<file path="config.mk">
export PLATFORM = sky130hd
export DESIGN_NAME = control_comparador_serial
export DESIGN_NICKNAME = d
export VERILOG_FILES = /design/src/rtl/control_comparador_serial_pkg.sv /design/src/rtl/celdaTipica.sv /design/src/rtl/control_comparador_serial.sv
export SDC_FILE = /design/constraint.sdc
export NUM_CORES = 1
export LEC_CHECK = 0
export CAP_MARGIN = 40
export CORE_UTILIZATION = 30
export CTS_CLUSTER_DIAMETER = 100
export DETAILED_ROUTE_END_ITERATION = 6
export SLEW_MARGIN = 5
export SYNTH_ARGS = -nofsm -noshare
export SYNTH_HDL_FRONTEND = slang
export SYNTH_SLANG_ARGS = --single-unit
</file>
<file path="constraint.sdc">
create_clock -name clk -period 4.6 [get_ports clk]
set_clock_uncertainty 0.2 [all_clocks]
set_input_delay 1.15 -clock clk [delete_from_list [all_inputs] [get_ports clk]]
set_output_delay 1.15 -clock clk [all_outputs]
set_load 0.02 [all_outputs]
</file>
<file path="src/rtl/control_comparador_serial_pkg.sv">
// Shared codes for the bit-serial comparator: PQ cell encoding, FSM states
// and the one-hot decode of a final PQ pair into result flags.
package control_comparador_serial_pkg;

   localparam logic [1:0] PQ_IGUAL  = 2'b01;
   localparam logic [1:0] PQ_MAYOR  = 2'b10;
   localparam logic [1:0] PQ_MENOR  = 2'b00;
   localparam logic [1:0] PQ_ILEGAL = 2'b11;

   typedef enum logic [1:0] {
      S_IDLE    = 2'd0,
      S_COMPARE = 2'd1,
      S_DONE    = 2'd2
   } state_t;

   typedef struct packed {
      logic mayor;
      logic menor;
      logic igual;
      logic error;
   } flags_t;

   function automatic flags_t decode_pq(input logic [1:0] pq);
      flags_t f;
      f = '0;
      case (pq)
         PQ_MAYOR:  f.mayor = 1'b1;
         PQ_MENOR:  f.menor = 1'b1;
         PQ_IGUAL:  f.igual = 1'b1;
         PQ_ILEGAL: f.error = 1'b1;
      endcase
      return f;
   endfunction

endpackage

</file>
<file path="src/rtl/celdaTipica.sv">
// Typical comparator cell: next P,Q from present p,q and one bit pair.
// 01 resolves on the first differing bit; 10 and 00 are absorbing; 11 stays 11.
module celdaTipica (
   input  logic p,
   input  logic q,
   input  logic Ai,
   input  logic Bi,
   output logic P,
   output logic Q
);

   assign P = p | (q & Ai & ~Bi);
   assign Q = q & (p | ~(Ai ^ Bi));

endmodule

</file>
<file path="src/rtl/control_comparador_serial.sv">
// Bit-serial magnitude comparator: one celdaTipica walks the operands MSB first,
// stops as soon as the result is decided and reports it with a done pulse.
module control_comparador_serial
   import control_comparador_serial_pkg::*;
#(
   parameter int N = 8
) (
   input  logic         clk,
   input  logic         reset_n,
   input  logic         start,
   input  logic [N-1:0] a,
   input  logic [N-1:0] b,
   output logic         busy,
   output logic         done,
   output logic         mayor,
   output logic         menor,
   output logic         igual,
   output logic         error
);

   localparam int IDX_W = $clog2(N);
   localparam logic [IDX_W-1:0] IDX_MSB = IDX_W'(N - 1);

   state_t           state_q;
   logic [N-1:0]     a_q, b_q;
   logic [1:0]       pq_q;
   logic [1:0]       pq_d;
   logic [IDX_W-1:0] idx_q;
   logic             armed_q;

   celdaTipica u_celda (
      .p  (pq_q[1]),
      .q  (pq_q[0]),
      .Ai (a_q[idx_q]),
      .Bi (b_q[idx_q]),
      .P  (pq_d[1]),
      .Q  (pq_d[0])
   );

   // NOTE: all state uses non-blocking assignments so every flop samples the
   // pre-edge values; blocking here would let idx/pq updates race the cell.
   always_ff @(posedge clk or negedge reset_n) begin
      if (!reset_n) begin
         // NOTE: operand registers are reset too; they are few bits and a
         // defined value keeps the cell inputs free of X after reset.
         state_q <= S_IDLE;
         a_q     <= '0;
         b_q     <= '0;
         pq_q    <= PQ_IGUAL;
         idx_q   <= '0;
         armed_q <= 1'b0;
         busy    <= 1'b0;
         done    <= 1'b0;
         mayor   <= 1'b0;
         menor   <= 1'b0;
         igual   <= 1'b0;
         error   <= 1'b0;
      end else begin
         // armed_q masks the first edge after reset release, so a start
         // present while reset deasserts is never taken.
         armed_q <= 1'b1;
         done    <= 1'b0;
         case (state_q)
            S_IDLE: begin
               if (start && armed_q) begin
                  a_q     <= a;
                  b_q     <= b;
                  pq_q    <= PQ_IGUAL;
                  idx_q   <= IDX_MSB;
                  busy    <= 1'b1;
                  state_q <= S_COMPARE;
               end
            end
            S_COMPARE: begin
               pq_q <= pq_d;
               if (pq_d != PQ_IGUAL || idx_q == '0) begin
                  {mayor, menor, igual, error} <= decode_pq(pq_d);
                  done    <= 1'b1;
                  busy    <= 1'b0;
                  state_q <= S_DONE;
               end else begin
                  idx_q <= idx_q - 1'b1;
               end
            end
            S_DONE: begin
               if (start) begin
                  a_q     <= a;
                  b_q     <= b;
                  pq_q    <= PQ_IGUAL;
                  idx_q   <= IDX_MSB;
                  busy    <= 1'b1;
                  state_q <= S_COMPARE;
               end else begin
                  state_q <= S_IDLE;
               end
            end
            default: state_q <= S_IDLE;
         endcase
      end
   end

endmodule

</file>
==> Word level (Yosys, flattened, before mapping) <==
Index checks and enable logic that the tools add are counted.
Widths: inputs -> output; s select.
{ "op_classes": {"addsub": 1, "mul": 0, "div_mod_pow": 0, "n_lt_le_gt_ge": 1, "n_eq_ne": 10, "n_shift": 0, "muxes": 30, "bitwise_logic": 8, "reduce_logical": 13} }
{ "op_table": {"columns": ["cell", "n"], "rows": [
  ["$mux 8", 4],
  ["$pmux 8 s2", 2],
  ["$mux 1", 12],
  ["$pmux 2 s3", 2],
  ["$mux 3", 3],
  ["$pmux 3 s3", 1],
  ["$ne 2x2->1 const B", 4],
  ["$reduce_and 4->1", 2],
  ["$bmux 1 s3", 2],
  ["$eq 2x2->1 const B", 3],
  ["$mux 2", 3],
  ["$reduce_and 3->1", 2],
  ["$eq 2x1->1 const B", 2],
  ["$logic_not 2->1", 2],
  ["$lt 3x4->1 const B", 1],
  ["$reduce_and 2->1", 2],
  ["$and 1x1->1", 3],
  ["$logic_not 3->1", 1],
  ["$pmux 1 s3", 1],
  ["$reduce_bool 3->1", 1],
  ["$sub 3x1->3 const B", 1],
  ["$ne 2x1->1 const B", 1],
  ["$not 1->1", 2],
  ["$or 1x1->1", 2],
  ["4 further kinds", 4]
]} }
{ "word_totals": {"register_bits": 30, "latchBits": 0, "ram_bits": 0, "romBits": 0, "inputBits": 19, "mem_count": 0} }

==> Depth between registers and ports, before layout <==
{ "depth": {"word_depth": 10, "mapped_depth": 6, "ltp_nobuf": 5} }

==> By module <==
Synthesis repeated with hierarchy kept, for this count alone.
{ "unflattened": {"hier_cells": 105, "area_unflattened_um2": 1407.6} }
{ "by_module_without_submodules": {"columns": ["mod", "n_inst", "cells_each", "area_per_inst_um2", "seq_area_each_um2"], "rows": [
  ["control_comparador_serial", 1, 101, 1380.1, 752.0],
  ["celdaTipica", 1, 4, 27.5, 0.0]
]} }

==> Worst setup path before layout <==
Ideal clock, no wire load.
{ "synth_path": {"path_kind": "register -> register", "from": "reg idx_q[0]", "to": "reg idx_q[0]", "setup_ns": 0.127, "arrival_ns": 1.833, "setup_slack_ns": 2.440, "path_stages_with_launch": 7, "n_path_buf": 1, "period_less_slack_ns": 2.160, "path_cell_list": "dfrtp_1 -> buf_6 -> mux4_2 -> mux2_2 -> xor2_2 -> nand4_1 -> mux2i_1"} }
{ "synth_between": {"elab_chain_cells": 10, "elab_cells_between_ends": 20} }
{ "synth_rtl": {"columns": ["item", "line_no", "text"], "rows": [
  ["from (decl)", "control_comparador_serial.sv:28", "logic [IDX_W-1:0] idx_q;"],
  ["from (signal assigned)", "control_comparador_serial.sv:82", "idx_q <= idx_q - 1'b1;"],
  ["$bmux 1 s3, on equally long branches", "control_comparador_serial.sv:34, control_comparador_serial.sv:35", null],
  ["$mux 1, on equally long branches", "control_comparador_serial.sv:34, control_comparador_serial.sv:35", null],
  ["$xor 1x1->1", "celdaTipica.sv:13", "assign Q = q & (p | ~(Ai ^ Bi));"],
  ["$not 1->1", "celdaTipica.sv:13", null],
  ["$or 1x1->1", "celdaTipica.sv:13", null],
  ["$and 1x1->1", "celdaTipica.sv:13", null],
  ["$ne 2x1->1", "control_comparador_serial.sv:76", "if (pq_d != PQ_IGUAL || idx_q == '0) begin"],
  ["$logic_or 1x1->1", "control_comparador_serial.sv:76", null],
  ["$ne 2x2->1 (no source line)", null, null],
  ["$reduce_and 4->1 (no source line)", null, null]
]} }
Several ways; a longest one is shown, not always the timed one. The select of a mux whose other input is x is not followed.
A chain may end at the register's enable or synchronous reset.

==> Worst setup path after layout <==
{ "layout_path": {"from": "in start", "to": "reg idx_q[2]"} }
{ "layout_between": {"elab_chain_cells": 3, "elab_cells_between_ends": 4} }
{ "layout_rtl": {"columns": ["item", "line_no", "text"], "rows": [
  ["from (decl)", "control_comparador_serial.sv:10", "input logic start,"],
  ["$logic_and 1x1->1", "control_comparador_serial.sv:65", "if (start && armed_q) begin"],
  ["$ne 2x2->1 (no source line)", null, null],
  ["$reduce_and 4->1 (no source line) (*)", null, null]
]} }
Every way passes the cells marked *; elsewhere a longest branch is shown, timed or not.

==> results.txt <==
Max Freq: 381 MHz
Leak: 0.851 nW
1st-pass router iterations: 4
Post-DR wirelength/cell: 12.0 um
Global-route wire length before repair: 4370 um
Antenna Nets Post-Route: 0
GRT Resource Usage Total: 0.116
Reg2reg end: idx_q[0]
H-Tree Depth: 2
Status: finished, final reports clean
Max-cap violations: 0
Cts hold-fix bufs: 0
Slew HR: 0.561
Post-synthesis cell type count: 33
Pint: 0.000783 W
Residual DRC count: 0
Vias: 1019
Switching Share: 0.360
Non-Filler Instances: 215
Slack of the worst reg-to-reg path: 2.11 ns
Final Max Tran Viols: 0
Highest ir drop seen on vdd: 0.240 mV
TNS Setup: 0 ns
Layout cells sized above 1: 0.117
Ports: 25
Fin nets: 183
CTS root buf: clkbuf_8
Clock power frac: 0.223
P_sw: 0.000440 W
CP Max Fanout: 22
Area delta synth->final: 29.5%
Crit share post-route: 0.570
Clk_lat worst skew: 0.28 ns
Initial Utilization: 0.314
Worst-case reg-to-reg path depth: 5
Cts repair resizes: 0
Worst hold-check path type: reg2reg
Final Hold Fails: 0
Cell Rows: 24
Worst-path clk slew: 0.06 ns
Sequential group share of total power: 0.377
Crit start category: input port
Vias per cell: 4.74
Worst Tran Pin Value: 0.659 ns
#FFs+latches synth: 30
CP required: 4.58 ns
Setup crit end: idx_q[2]
CTS tree: done
WS Path Type: in2reg
Die Ht: 69.7 um
Antenna violations before repair: 0
Total Wirelength: 2580 um
Die area: 4860 sq um
Area of the multi-input gates: 572 sq um
Final GP Congestion: 0.711
Register Area: 752 sq um
RSZ-0062 raised after global routing: no
DP HPWL: 1790 um
Clk sink count: 30
Crit end category: register
Syn Area/Cell: 10.2 sq um
Fillers: 422
Synth warn: 0
Buffers on Ports: 24
Die span in x: 69.7 um
Inserted Clock Buffers: 5
Syn_nets: 156
Post-CTS Setup Bufs: 0
FF-to-FF Start: idx_q[0]
ANT cells: 0
Placed insts: 207
Core area: 4380 sq um
Final worst path period need: 2.62 ns
Post-Syn Area: 1380 sq um
Total congestion overflow: 0
Vias in the first global route: 1013
Comb power frac: 0.400
DRT iter0 DRCs: 55
Power per cell area: 686 nW/um^2
Post-Synthesis Cells: 135
Pin count of the biggest net entering global routing: 31
Final setup vio count: 0
Sequential area share after synthesis: 0.546
Crit path DAT: 2.60 ns
Clock Path Buffers: 2
Critical path launch point: start
Total Power: 0.00122 W
==> stage by stage <==
stage          hold WS (ns)  area (sq um)  setup WS [ns]   util
6_report              0.279          1780           1.98  0.407
5_1_grt               0.294          1780           1.86  0.407
4_1_cts               0.278          1780           1.96  0.407
3_5_place_dp          0.262          1670           1.63  0.380
3_3_place_gp          0.254          1660           1.74  0.378
2_1_floorplan         0.240          1380           2.44      -
==> cells in the mapped netlist <==
master,n,area share
dfrtp_1,29,0.53
o211a_1,1,0.0073
o32a_1,1,0.0073
nand2b_1,2,0.0091
nor2_1,9,0.025
mux2_2,1,0.0082
buf_6,1,0.0082
xor2_2,1,0.012
mux2i_1,2,0.015
clkbuf_1,4,0.011
nor2b_1,2,0.0091
buf_1,1,0.0027
a31oi_2,1,0.0091
and3_1,1,0.0045
conb_1,1,0.0027
inv_1,6,0.016
a311oi_1,2,0.013
mux4_2,4,0.065
o211ai_1,1,0.0055
dfstp_2,1,0.019
o21ba_2,1,0.0073
a21oi_1,2,0.0073
nor3_1,1,0.0036
nand2_1,49,0.13
o22ai_1,1,0.0045
a31oi_1,2,0.0091
mux2i_4,1,0.016
o32ai_1,1,0.0064
nand3_1,1,0.0036
a21boi_0,1,0.0055
o21ai_1,1,0.0036
ha_1,2,0.018
nand4_1,1,0.0045
==> metal layers <==
metal  share of wire  up-vias  track usage
li1                -      499            -
met1            0.44      480        0.142
met2            0.48       33        0.177
met3           0.051        7       0.0305
met4           0.027        0       0.0800
met5               0        -            0
==> how the worst min path moves through the flow <==
stage	start	to	slack (ns)	cells after the start
2_1_floorplan	a_q[4]	a_q[4]	0.24	2
5_1_grt	a_q[0]	a_q[0]	0.29	2
6_report	a_q[2]	a_q[2]	0.28	2
3_3_place_gp	a_q[3]	a_q[3]	0.25	2
3_5_place_dp	b_q[6]	b_q[6]	0.26	2
4_1_cts	b_q[6]	b_q[6]	0.28	2
==> power groups by stage <==
stage	clock network, W	logic, W	registers, W
final	0.000273	0.000489	0.000461
after global routing	0.000291	0.000540	0.000476
after CTS	0.000277	0.000490	0.000463
after detailed placement	0	0.000487	0.000467
after global placement	0	0.000470	0.000457
after floorplan	0	0.000368	0.000454
==> critical path, stage by stage <==
cell and delay [ns]:
clkdlybuf4s50_1 0.48, o211a_1 0.59, a311oi_1 0.11, a311oi_1 0.27
==> area by class of cell <==
class,instances,share of cell area
clock buffers,7,0.0484
inverters,6,0.0126
flip-flops and latches,30,0.422
repair buffers,26,0.143
clock inverters,1,0.0168
well taps,52,0.0365
multi-input cells,93,0.321
==> logic make-up after synthesis <==
kind of cell             count (synthesis)  synth area share
AO/OA/AOI/OAI                           15            0.0855
XOR/XNOR                                 1            0.0118
adder cells (fa/ha/maj)                  2            0.0182
buffers and inverters                   12            0.0382
flip-flops                              30             0.546
multiplexers                             8             0.105
other                                    1           0.00272
AND/OR/NAND/NOR                         66             0.193
==> layout by cell type (no fill, tap or decap) <==
| master | n |
|---|---|
| a21boi_0 | 1 |
| a21oi_1 | 2 |
| a311oi_1 | 2 |
| a31oi_1 | 2 |
| a31oi_2 | 1 |
| and3_1 | 1 |
| buf_4 | 2 |
| bufinv_16 | 1 |
| clkbuf_1 | 1 |
| clkbuf_8 | 6 |
| clkdlybuf4s50_1 | 24 |
| conb_1 | 1 |
| dfrtp_1 | 29 |
| dfstp_2 | 1 |
| ha_1 | 2 |
| inv_1 | 6 |
| mux2_2 | 1 |
| mux2i_1 | 2 |
| mux2i_4 | 1 |
| mux4_2 | 4 |
| nand2_1 | 49 |
| nand2b_1 | 2 |
| nand3_1 | 1 |
| nand4_1 | 1 |
| nor2_1 | 9 |
| nor2b_1 | 2 |
| nor3_1 | 1 |
| o211a_1 | 1 |
| o211ai_1 | 1 |
| o21ai_1 | 1 |
| o21ba_2 | 1 |
| o22ai_1 | 1 |
| o32a_1 | 1 |
| o32ai_1 | 1 |
| xor2_2 | 1 |
==> flip-flops by register name (all words and copies together), names as in the netlist <==
register and flops:
igual 1, armed_q 1, menor 1, busy 1, mayor 1, state_q 2, done 1, pq_q 2
a_q 8, idx_q 3, b_q 8, error 1
Note: power is estimated with default switching activity, not from simulation.
